===== config.mk =====
export PLATFORM = sky130hd
export DESIGN_NAME = ring_freq_counter
export DESIGN_NICKNAME = d
export VERILOG_FILES = /design/src/rtl/ring_freq_counter.sv
export SDC_FILE = /design/constraint.sdc
export NUM_CORES = 1
export LEC_CHECK = 0
export BUFFER_PORTS_ARGS = -buffer_cell sky130_fd_sc_hd__buf_2
export CAP_MARGIN = 20
export CORE_MARGIN = 4
export CORE_UTILIZATION = 36
export CTS_CLUSTER_DIAMETER = 200
export DETAILED_ROUTE_END_ITERATION = 10
export HOLD_SLACK_MARGIN = 0.06
export PLACE_DENSITY = 0.52
export SLEW_MARGIN = 20
export SYNTH_ARGS = -nofsm -noshare
export SYNTH_HDL_FRONTEND = slang
export SYNTH_SLANG_ARGS = --single-unit

===== constraint.sdc =====
create_clock -name clk -period 2.8 [get_ports clk]
set_input_delay 0.56 -clock clk [delete_from_list [all_inputs] [get_ports clk]]
set_output_delay 0.56 -clock clk [all_outputs]
set_load 0.01 [all_outputs]

===== src/rtl/ring_freq_counter.sv =====
// Gated rising-edge counter for the divided ring-oscillator output.
// Optional back-to-back measurement mode: define RING_FREQ_CONTINUOUS_EN.
module ring_freq_counter #(
  parameter int CNT_W       = 16,
  parameter int GATE_W      = 16,
  parameter int SYNC_STAGES = 2
) (
  input  logic              clk,
  input  logic              rst,
  input  logic              osc_in,
  input  logic              start,
  input  logic [GATE_W-1:0] gate_cycles,
  output logic              busy,
  output logic              done,
  output logic [CNT_W-1:0]  count,
  output logic              overflow
);

  typedef enum logic [1:0] {IDLE, ARM, GATE, DONE} state_t;

  localparam logic [CNT_W-1:0]  CNT_MAX  = '1;
  localparam logic [CNT_W-1:0]  CNT_ONE  = CNT_W'(1);
  localparam logic [GATE_W-1:0] GATE_ONE = GATE_W'(1);

  state_t                 state, state_nxt;
  logic [SYNC_STAGES-1:0] sync_q;
  logic                   osc_prev;
  logic                   osc_rise;
  logic [GATE_W-1:0]      gate_cnt, gate_cnt_nxt;
  logic [CNT_W-1:0]       edge_cnt, edge_cnt_nxt;
  logic                   ovf_int, ovf_nxt;

  // osc_prev tracks the synchronizer every cycle, so by the time ARM has
  // elapsed it always holds the current level and no stale edge can count.
  always_ff @(posedge clk) begin
    if (rst) begin
      sync_q   <= '0;
      osc_prev <= 1'b0;
    end else begin
      sync_q   <= {sync_q[SYNC_STAGES-2:0], osc_in};
      osc_prev <= sync_q[SYNC_STAGES-1];
    end
  end

  assign osc_rise = sync_q[SYNC_STAGES-1] & ~osc_prev;

  always_comb begin
    state_nxt    = state;
    gate_cnt_nxt = gate_cnt;
    edge_cnt_nxt = edge_cnt;
    ovf_nxt      = ovf_int;
    case (state)
      IDLE: begin
        if (start) begin
          edge_cnt_nxt = '0;
          ovf_nxt      = 1'b0;
          if (gate_cycles != '0) begin
            gate_cnt_nxt = gate_cycles;
            state_nxt    = ARM;
          end else begin
            state_nxt = DONE;
          end
        end
      end
      ARM: begin
        edge_cnt_nxt = '0;
        ovf_nxt      = 1'b0;
        state_nxt    = GATE;
      end
      GATE: begin
        if (osc_rise && edge_cnt != CNT_MAX) begin
          edge_cnt_nxt = edge_cnt + CNT_ONE;
          if (edge_cnt == CNT_MAX - CNT_ONE) ovf_nxt = 1'b1;
        end
        gate_cnt_nxt = gate_cnt - GATE_ONE;
        if (gate_cnt == GATE_ONE) state_nxt = DONE;
      end
      DONE: begin
`ifdef RING_FREQ_CONTINUOUS_EN
        edge_cnt_nxt = '0;
        ovf_nxt      = 1'b0;
        if (gate_cycles != '0) begin
          gate_cnt_nxt = gate_cycles;
          state_nxt    = ARM;
        end else begin
          state_nxt = DONE;
        end
`else
        state_nxt = IDLE;
`endif
      end
      default: state_nxt = IDLE;
    endcase
  end

  // Result registers load on the edge entering DONE so count is valid
  // in the same cycle done is high.
  always_ff @(posedge clk) begin
    if (rst) begin
      state    <= IDLE;
      gate_cnt <= '0;
      edge_cnt <= '0;
      ovf_int  <= 1'b0;
      count    <= '0;
      overflow <= 1'b0;
    end else begin
      state    <= state_nxt;
      gate_cnt <= gate_cnt_nxt;
      edge_cnt <= edge_cnt_nxt;
      ovf_int  <= ovf_nxt;
      if (state_nxt == DONE) begin
        count    <= edge_cnt_nxt;
        overflow <= ovf_nxt;
      end
    end
  end

  assign busy = (state == ARM) || (state == GATE);
  assign done = (state == DONE);

endmodule


==> run summary, run 1 <==
Yosys warning count: 0
Mapped Cells: 378
Clk_skew: 0.0157 ns
Drt drc: 0
Setup CP Type: register to register
Yosys top cell by area: dfxtp_1
Final setup TNS: 0 ns
Maxcap violations: 0
Via/cell ratio: 5.44
Share of the synthesized area in the top cell type: 36.9%
Synth Net Count: 405
Critical Path End Type: register
Top Layer Used: met4
Post-synthesis sequential area ratio: 36.9%
Root Driver: clkbuf_8
First-pass GRT wire length: 12800 µm
Met3 WL: 428 µm
Die Footprint: 9810 µm²
Yosys reg bits: 55
DP Cell Count: 510
Post-Place Cell Area: 3320 µm²
Startpoint Class: register
Routed wl met2: 3300 µm
Hpwl dp: 5640 µm
Final Max Slew Viols: 0
Met1 WL: 3940 µm
Post-cts resize count: 0
Antenna viol nets, final: 0
Leak pwr: 1.30 nW
PwrDens: 766 nW/µm²
Filler cell count: 809
RD Place Congestion: 0.867
Chip width: 99.0 µm
Chip Height: 99.0 µm
Max_slew headroom: 50.0%
Starting utilization of the core area: 37.8%
Mapped cell area: 2980 µm²
Synth cell count leaders: nor2_1 (60), dfxtp_1 (55), a21oi_1 (36)
Arrival time at the worst endpoint: 2.45 ns
CTS hold repair buffers: 0
RSZ-0062 raised after global routing: no
Post-synth cell types: 59
Final core occ: 43.8%
Final setup viols: 0
EDFF count, synth: 0
# rows: 32
Gr usage total: 15.7%
Fraction of registers with async set/reset: 0%
Total gr overflow: 0
Period utilization: 80.1%
Final non-filler cell total: 518
Hold WC Path Type: register to register
Final WL: 7700 µm
Vias in the first global route: 2642
Crit-path max FO: 6
Tmin final: 2.24 ns
Core ar.: 7890 µm²
Clock sink count: 55
Top area cells in the synthesized netlist: dfxtp_1 (37%), nor2_1 (7.5%), a21oi_1 (6.0%), a211oi_1 (5.0%), o21ai_0 (3.9%)
Clock latency on the worst-skew pair: 0.32 ns
CTS tree: yes
DRT Pass-1 Iters: 4
Largest net degree at the start of global routing: 34
Share of layout cells above drive strength 1: 17.3%
Starting DRT DRC Count: 103
Worst setup margin: 0.556 ns
CTS buffer count: 5
CTS HTree Levels: 2
PortBufs: 38
DR vias: 2817
P&R area growth vs syn: 15.7%
Ys flop type: dfxtp_1
DR WL/cell: 14.9 µm
CTS max path bufs: 2
Peak Freq: 446 MHz
I/O pins: 39
Status: finished clean
VDD IR max: 0.000371 V
Clk slew on worst S/H paths: 0.11 ns
Design Area, Final: 3450 µm²
Antenna violations before repair: 0
Most instantiated library cell after synthesis: nor2_1
Measured slew at the worst slew-check pin: 0.748 ns
Setup WS pre-CTS: 0.272 ns
Antenna cells: 0
CP required: 3.01 ns
Final Hold Fails: 0
Net count, final: 442
Post-synthesis average cell area: 7.89 µm²
Post-CTS setup buffers: 0
[sequential cells by signal, summed over array words and instances (netlist names)]
name      flops
edge_cnt     16
count        16
ovf_int       1
overflow      1
gate_cnt     16
sync_q        2
osc_prev      1
state         2
[per-layer routing]
metal | track usage, % | up-vias
li1 | - | 1456
met1 | 23.2 | 1302
met2 | 23.1 | 57
met3 | 3.26 | 2
met4 | 3.78 | 0
met5 | 0 | -
[critical path, stage by stage (launching register included)]
cell      delay [ns]
dfxtp_1         0.40
ha_1            0.29
nand3_1         0.12
or3_1           0.49
o311a_1         0.37
a211oi_1        0.34
a211oi_1        0.12
[worst paths after layout]
path	startpoint	endpoint	slack [ns]	cells past startpoint
max reg2reg	edge_cnt[0]$_SDFF_PP0_	count[12]$_SDFFE_PP0N_	0.56	6
min	sync_q[0]$_SDFF_PP0_	sync_q[1]$_SDFF_PP0_	0.45	1
min reg2reg	sync_q[0]$_SDFF_PP0_	sync_q[1]$_SDFF_PP0_	0.45	1
max	edge_cnt[0]$_SDFF_PP0_	count[12]$_SDFFE_PP0N_	0.56	6
[power by group]
| group | leakage (nW) | switching, mW | total [mW] | internal (mW) |
|---|---|---|---|---|
| Clock | 0.0644 | 0.276 | 0.633 | 0.357 |
| Combinational | 0.789 | 0.626 | 1.02 | 0.399 |
| Sequential | 0.448 | 0.0911 | 0.989 | 0.898 |
[stage by stage]
step                power, mW  hold WS (ns)
finish                   2.65         0.449
global route             2.85         0.464
CTS                      2.67         0.453
detailed placement       2.04         0.429
global placement         2.04         0.417
floorplan                1.71         0.414
[layout by cell type, fill, tap and decap left out, types with 3 or more instances in the layout]
cell type,synthesis,layout
a211oi_1,20,20
a21oi_1,36,36
a31oi_1,8,8
and3_1,3,3
buf_2,4,38
buf_4,2,13
clkbuf_8,0,5
dfxtp_1,55,55
ha_1,7,7
inv_1,12,12
mux2i_1,3,3
nand2_1,20,20
nand2b_1,4,4
nand3_1,4,4
nand4_1,6,6
nor2_1,60,60
nor2b_1,15,15
nor3_1,13,13
nor3b_1,6,6
nor4_1,9,9
o21a_1,3,3
o21ai_0,23,23
o21ai_1,3,3
o221ai_1,3,3
or4_1,3,3
[final cells by class]
type	count	area, µm²	share of cell area (%)
multi-input cells	288	1730	50.1
flip-flops and latches	55	1100	31.9
repair buffers	52	308	8.91
well taps	102	128	3.70
clock buffers	5	68.8	1.99
clock inverters	3	67.6	1.96
inverters	13	48.8	1.41
[logic make-up (layout without fill, tap and decap cells)]
kind of cell | count (synthesis) | in the layout | share of synthesized area, %
AOI/OAI and AO/OA | 118 | 118 | 25.9
DFF | 55 | 55 | 36.9
buffers and inverters | 35 | 73 | 5.07
and+or+nand+nor | 158 | 158 | 27.4
muxes | 5 | 5 | 1.76
adders and majority gates | 7 | 7 | 2.93
(Power assumes the default switching activity.)
==> inputs of run 2 (changes only) <==
--- a/config.mk
+++ b/config.mk
@@ -5,6 +5,7 @@
 export SDC_FILE = /design/constraint.sdc
 export NUM_CORES = 1
 export LEC_CHECK = 0
+export ABC_AREA = 1
 export BUFFER_PORTS_ARGS = -buffer_cell sky130_fd_sc_hd__buf_2
 export CAP_MARGIN = 20
 export CORE_MARGIN = 4
==> constraint.sdc (replaced) <==
create_clock -name clk -period 2.25 [get_ports clk]
set_input_delay 0.45 -clock clk [delete_from_list [all_inputs] [get_ports clk]]
set_output_delay 0.45 -clock clk [all_outputs]
set_load 0.01 [all_outputs]
==> run 2 against run 1 <==
  * Global-route usage increased by 0.85 points
  * Clock skew shrank 0.0032 ns
  * Synthesized area increased by 7.9%
  * Fmax is 17% higher
  * Wire length is 9.4% higher
  * Combinational power up 25%
  * Die area rose by 7.2%
  * Clock power shrank 6.5%
  * Critical endpoint is now gate_cnt[0]$_SDFFE_PP0P_
==> run summary, run 2 <==
R2R setup slack: 0.33 ns (was 0.56 ns)
Net count, final: 582 (was 442)
Share of layout cells above drive strength 1: 13.1% (was 17.3%)
Worst setup margin: 0.326 ns (was 0.556 ns)
Final Max Slew Viols: 0 (unchanged)
Synth cell count leaders: nand2_1 (148), nor2_1 (70), inv_1 (69) (was nor2_1 (60), dfxtp_1 (55), a21oi_1 (36))
RD Place Congestion: 0.896 (was 0.867)
DR WL/cell: 12.7 µm (was 14.9 µm)
Setup WS pre-CTS: 0.291 ns (was 0.272 ns)
Core ar.: 8720 µm² (was 7890 µm²)
Post-cts resize count: 0 (unchanged)
Maxcap violations: 0 (unchanged)
P&R area growth vs syn: 12.7% (was 15.7%)
Post-synthesis average cell area: 6.23 µm² (was 7.89 µm²)
CTS HTree Levels: 2 (unchanged)
VDD IR max: 0.000283 V (was 0.000371 V)
Measured slew at the worst slew-check pin: 0.593 ns (was 0.748 ns)
PwrDens: 858 nW/µm² (was 766 nW/µm²)
Leak pwr: 1.67 nW (was 1.30 nW)
EDFF count, synth: 0 (unchanged)
Gr usage total: 16.5% (was 15.7%)
CTS hold repair buffers: 0 (unchanged)
CTS max path bufs: 2 (unchanged)
CP required: 2.47 ns (was 3.01 ns)
Period utilization: 85.5% (was 80.1%)
Yosys warning count: 0 (unchanged)
Met1 WL: 4580 µm (was 3940 µm)
Vias in the first global route: 2751 (was 2642)
Antenna violations before repair: 0 (unchanged)
# rows: 34 (was 32)
DRT Pass-1 Iters: 5 (was 4)
Final setup viols: 0 (unchanged)
Crit-path max FO: 9 (was 6)
Post-Place Cell Area: 3530 µm² (was 3320 µm²)
Fraction of registers with async set/reset: 0% (unchanged)
Root Driver: clkbuf_8 (unchanged)
Starting DRT DRC Count: 195 (was 103)
Hpwl dp: 6160 µm (was 5640 µm)
Total gr overflow: 0 (unchanged)
Antenna viol nets, final: 0 (unchanged)
Yosys top cell by area: dfxtp_1 (unchanged)
Commonest cells after routing, fill and taps aside: nand2_1 (148), nor2_1 (70), inv_1 (69) (was nor2_1 (60), dfxtp_1 (55), buf_2 (38))
Startpoint Class: register (unchanged)
Final Hold Fails: 0 (unchanged)
WHS: 0.315 ns (was 0.449 ns)
Mapped cell area: 3220 µm² (was 2980 µm²)
DP Cell Count: 656 (was 510)
Design Area, Final: 3630 µm² (was 3450 µm²)
Starting utilization of the core area: 36.9% (was 37.8%)
First-pass GRT wire length: 13800 µm (was 12800 µm)
Clk_skew: 0.0125 ns (was 0.0157 ns)
Mapped Cells: 517 (was 378)
RSZ-0062 raised after global routing: no (unchanged)
Ys flop type: dfxtp_1 (unchanged)
Chip width: 103 µm (was 99.0 µm)
Most instantiated library cell after synthesis: nand2_1 (was nor2_1)
PortBufs: 38 (unchanged)
Peak Freq: 520 MHz (was 446 MHz)
Tmin final: 1.92 ns (was 2.24 ns)
Clk slew on worst S/H paths: 0.11 ns (about the same)
Chip Height: 103 µm (was 99.0 µm)
Largest registers: count (16), edge_cnt (16), gate_cnt (16) (unchanged)
Critical Path End Type: register (unchanged)
Via/cell ratio: 4.79 (was 5.44)
Top area cells in the synthesized netlist: dfxtp_1 (34%), nand2_1 (17%), nor2_1 (8.2%), inv_1 (8.0%), nand3_1 (7.2%) (was dfxtp_1 (37%), nor2_1 (7.5%), a21oi_1 (6.0%), a211oi_1 (5.0%), o21ai_0 (3.9%))
Post-synth cell types: 31 (was 59)
Share of the synthesized area in the top cell type: 34.2% (was 36.9%)
Met3 WL: 385 µm (was 428 µm)
Drt drc: 0 (unchanged)
Total power: 3.11 mW (was 2.65 mW)
Largest net degree at the start of global routing: 31 (was 34)
DR vias: 3183 (was 2817)
Routed wl met2: 3380 µm (was 3300 µm)
Final WL: 8420 µm (was 7700 µm)
Clock latency on the worst-skew pair: 0.32 ns (about the same)
Hold WC Path Type: primary input to register (was register to register)
Final setup TNS: 0 ns (unchanged)
Post-CTS setup buffers: 0 (unchanged)
Arrival time at the worst endpoint: 2.14 ns (was 2.45 ns)
Final core occ: 41.6% (was 43.8%)
Antenna cells: 0 (unchanged)
Setup CP Type: register to register (unchanged)
Top Layer Used: met4 (unchanged)
Status: finished clean (unchanged)
Final non-filler cell total: 664 (was 518)
CTS tree: yes (unchanged)
I/O pins: 39 (unchanged)
Clock sink count: 55 (unchanged)
Max_slew headroom: 60.4% (was 50.0%)
Die Footprint: 10500 µm² (was 9810 µm²)
Yosys reg bits: 55 (unchanged)
CTS buffer count: 5 (unchanged)
Most common cell after layout, fill and taps aside: nand2_1 (was nor2_1)
Synth Net Count: 544 (was 405)
Post-synthesis sequential area ratio: 34.2% (was 36.9%)
## run 2: cell types whose count changed after synthesis, sizes merged, moves of 15 or more
cell	previous run	this run
a211oi	21	0
nand3	4	46
inv	13	69
nor2b	15	0
nor2	60	75
nand2	20	152
## run 2: area by class of cell
cell class / instances / area, µm²
Clock buffer: 5 / 68.8
Inverter: 70 / 263
Sequential cell: 55 / 1100
Multi-Input combinational cell: 374 / 1750
Fill cell: 959 / 5090
Tap cell: 108 / 135
Timing Repair Buffer: 49 / 285
Clock inverter: 3 / 27.5
## run 2: path summary, 6_finish.rpt
kind | to | startpoint | cells after the start
max | gate_cnt[0]$_SDFFE_PP0P_ | state[0]$_SDFF_PP0_ | 9
min | sync_q[0]$_SDFF_PP0_ | osc_in | 3
max reg2reg | gate_cnt[0]$_SDFFE_PP0P_ | state[0]$_SDFF_PP0_ | 9
min reg2reg | sync_q[1]$_SDFF_PP0_ | sync_q[0]$_SDFF_PP0_ | 2
## run 2: kinds of logic after synthesis
kind of cell,share of synthesized area (%)
AND/OR/NAND/NOR,37.7
XOR/XNOR,0.816
AO/OA/AOI/OAI,13.1
flip-flops,34.2
adder cells (fa/ha/maj),2.72
buffers and inverters,11.5
## run 2: routing by layer
layer / vias to the layer above / global-route usage [%]
li1: 1704 / -
met1: 1406 / 26.0
met2: 64 / 23.3
met3: 9 / 2.77
met4: 0 / 3.63
met5: - / 0
## run 2: worst max-delay path, stage by stage (launching register included)
cell      delay, ns
dfxtp_1        0.34
inv_1          0.10
ha_1           0.30
inv_1          0.09
nor2_1         0.13
inv_1          0.05
nand2_1        0.21
clkinv_1       0.30
o21ai_0        0.26
a21oi_1        0.06
## run 2: power by group
part	internal [mW]	switching, mW
clock	0.230	0.362
combinational	0.457	0.817
sequential	1.13	0.119
==> inputs of run 3 (changes only) <==
--- a/config.mk
+++ b/config.mk
@@ -8,12 +8,15 @@
 export ABC_AREA = 1
 export BUFFER_PORTS_ARGS = -buffer_cell sky130_fd_sc_hd__buf_2
 export CAP_MARGIN = 20
+export CELL_PAD_IN_SITES_DETAIL_PLACEMENT = 1
+export CELL_PAD_IN_SITES_GLOBAL_PLACEMENT = 1
 export CORE_MARGIN = 4
 export CORE_UTILIZATION = 36
 export CTS_CLUSTER_DIAMETER = 200
 export DETAILED_ROUTE_END_ITERATION = 10
 export HOLD_SLACK_MARGIN = 0.06
-export PLACE_DENSITY = 0.52
+export PLACE_DENSITY = 0.7
+export SKIP_CTS_REPAIR_TIMING = 1
 export SLEW_MARGIN = 20
 export SYNTH_ARGS = -nofsm -noshare
 export SYNTH_HDL_FRONTEND = slang
==> run 3 against run 2 <==
  * Critical path depth is 5 higher
  * Register-to-register slack got worse by 0.02 ns
  * Final area shrank 0.55%
==> run summary, run 3 (same netlist as run 2, synthesis figures left out) <==
Status: finished clean (unchanged)
Hold Crit Start: osc_in (unchanged)
Power share of the combinational group: 40.9% (about the same)
Crit path launch: edge_cnt[0]$_SDFF_PP0_ (was state[0]$_SDFF_PP0_)
Largest net degree at the start of global routing: 31 (unchanged)
Vias in the first global route: 3298 (was 2751)
Clock group share of total power: 19.3% (was 19.0%)
Gr usage total: 19.0% (was 16.5%)
Max_slew headroom: 57.8% (was 60.4%)
Clock latency on the worst-skew pair: 0.32 ns (about the same)
P_sw: 1.33 mW (was 1.30 mW)
Starting DRT DRC Count: 121 (was 195)
Crit-path max FO: 30 (was 9)
Total gr overflow: 0 (unchanged)
P&R area growth vs syn: 12.0% (was 12.7%)
Maxcap violations: 0 (unchanged)
Hpwl dp: 6990 µm (was 6160 µm)
Setup CP Type: register to register (unchanged)
Most common cell after layout, fill and taps aside: nand2_1 (unchanged)
Antenna cells: 0 (unchanged)
Top Usage Layer GRT: met2 (was met1)
Drt drc: 0 (unchanged)
CTS max path bufs: 2 (unchanged)
Clk slew on worst S/H paths: 0.11 ns (about the same)
CTS HTree Levels: 2 (unchanged)
Chip Height: 103 µm (unchanged)
Clk_skew: 0.00914 ns (was 0.0125 ns)
Largest registers: count (16), edge_cnt (16), gate_cnt (16) (unchanged)
Final setup viols: 0 (unchanged)
Arrival time at the worst endpoint: 2.22 ns (was 2.14 ns)
Internal: 1.80 mW (was 1.81 mW)
DRT Pass-1 Iters: 4 (was 5)
First-pass GRT wire length: 15900 µm (was 13800 µm)
Switching part of the total: 42.5% (was 41.7%)
RR Startpoint: edge_cnt[0]$_SDFF_PP0_ (was state[0]$_SDFF_PP0_)
Final setup TNS: 0 ns (unchanged)
Leak pwr: 1.66 nW (was 1.67 nW)
PortBufs: 38 (unchanged)
Antenna viol nets, final: 0 (unchanged)
PwrDens: 869 nW/µm² (was 858 nW/µm²)
Met1 usage in global routing: 28.4% (was 26.0%)
CP required: 2.53 ns (was 2.47 ns)
Met3 usage: 2.44% (was 2.77%)
Tmin final: 1.94 ns (was 1.92 ns)
Startpoint Class: register (unchanged)
Final Hold Fails: 0 (unchanged)
# rows: 34 (unchanged)
Measured slew at the worst slew-check pin: 0.628 ns (was 0.593 ns)
Core ar.: 8720 µm² (unchanged)
Net count, final: 580 (was 582)
Final Max Slew Viols: 0 (unchanged)
Commonest cells after routing, fill and taps aside: nand2_1 (147), nor2_1 (70), inv_1 (69) (was nand2_1 (148), nor2_1 (70), inv_1 (69))
Hold WC Path Type: primary input to register (unchanged)
Root Driver: clkbuf_8 (unchanged)
I/O pins: 39 (unchanged)
Via/cell ratio: 4.96 (was 4.79)
Chip width: 103 µm (unchanged)
DR WL/cell: 13.8 µm (was 12.7 µm)
Period utilization: 86.4% (was 85.5%)
Peak Freq: 514 MHz (was 520 MHz)
Flop pwr share: 39.8% (was 40.1%)
VDD IR max: 0.000346 V (was 0.000283 V)
CTS tree: yes (unchanged)
Clock sink count: 55 (unchanged)
RSZ-0062 raised after global routing: no (unchanged)
Starting utilization of the core area: 36.9% (unchanged)
Share of layout cells above drive strength 1: 13.2% (was 13.1%)
CTS buffer count: 5 (unchanged)
RD Place Congestion: 0.856 (was 0.896)
Critical Path End Type: register (unchanged)
Antenna violations before repair: 0 (unchanged)
WHS: 0.331 ns (was 0.315 ns)
Met2 usage: 29.3% (was 23.3%)
Final WL: 9130 µm (was 8420 µm)
Die Footprint: 10500 µm² (unchanged)
DR vias: 3285 (was 3183)
run 3: cell types whose count changed in the layout (fill, tap and decap cells not counted):
cell / delta
buf_4: -1
clkinv_1: -1
buf_12: -1
nand2_2: +1
nand2_1: -1
clkinv_4: +1
run 3: layer usage:
layer  up-vias  wire length, µm
met4         0               92
met1      1529             4690
met5         -                0
li1       1700                -
met3         5              305
met2        51             4050
run 3: power groups by stage:
stage	logic [mW]	registers, mW	clock network (mW)
floorplan	0.877	1.28	0
global placement	1.25	1.26	0
detailed placement	1.28	1.27	0
CTS	1.29	1.25	0.635
global route	1.48	1.28	0.671
finish	1.28	1.25	0.604
run 3: path summary, 6_finish.rpt:
check                           slack (ns)  depth (start not counted)                    end
worst min-delay path                  0.33                          3   sync_q[0]$_SDFF_PP0_
worst max register to register        0.31                         14  count[3]$_SDFFE_PP0N_
worst max-delay path                  0.31                         14  count[3]$_SDFFE_PP0N_
worst min register to register        0.43                          2   sync_q[1]$_SDFF_PP0_
run 3: stage by stage:
step / std cells / power (mW) / utilization [%] / setup slack [ns] / area (µm²)
floorplan: 517 / 2.16 / - / 0.636 / 3220
global placement: 654 / 2.51 / 40.2 / 0.204 / 3500
detailed placement: 654 / 2.56 / 40.2 / 0.147 / 3500
CTS: 662 / 3.18 / 41.3 / 0.120 / 3600
global route: 662 / 3.42 / 41.4 / 0.0288 / 3610
finish: 662 / 3.13 / 41.4 / 0.306 / 3610
run 3: cell type report:
cell class / count / area (µm²)
clock buffers: 5 / 68.8
clock inverters: 3 / 28.8
fillers: 1183 / 5110
inverters: 70 / 267
multi-input cells: 374 / 1750
flip-flops and latches: 55 / 1100
well taps: 108 / 135
repair buffers: 47 / 258
run 3: critical path: stages, from the launching register on:
cell and delay, ns:
dfxtp_1 0.42, ha_1 0.24, inv_1 0.09, nor2_4 0.15, nand2_2 0.11, nor2_2 0.14
nor2_2 0.04, buf_4 0.22, nand2_1 0.10, nand2_1 0.05, nand2_1 0.09, nand2_1 0.07
nand3_1 0.09, nand2_1 0.05, inv_1 0.04
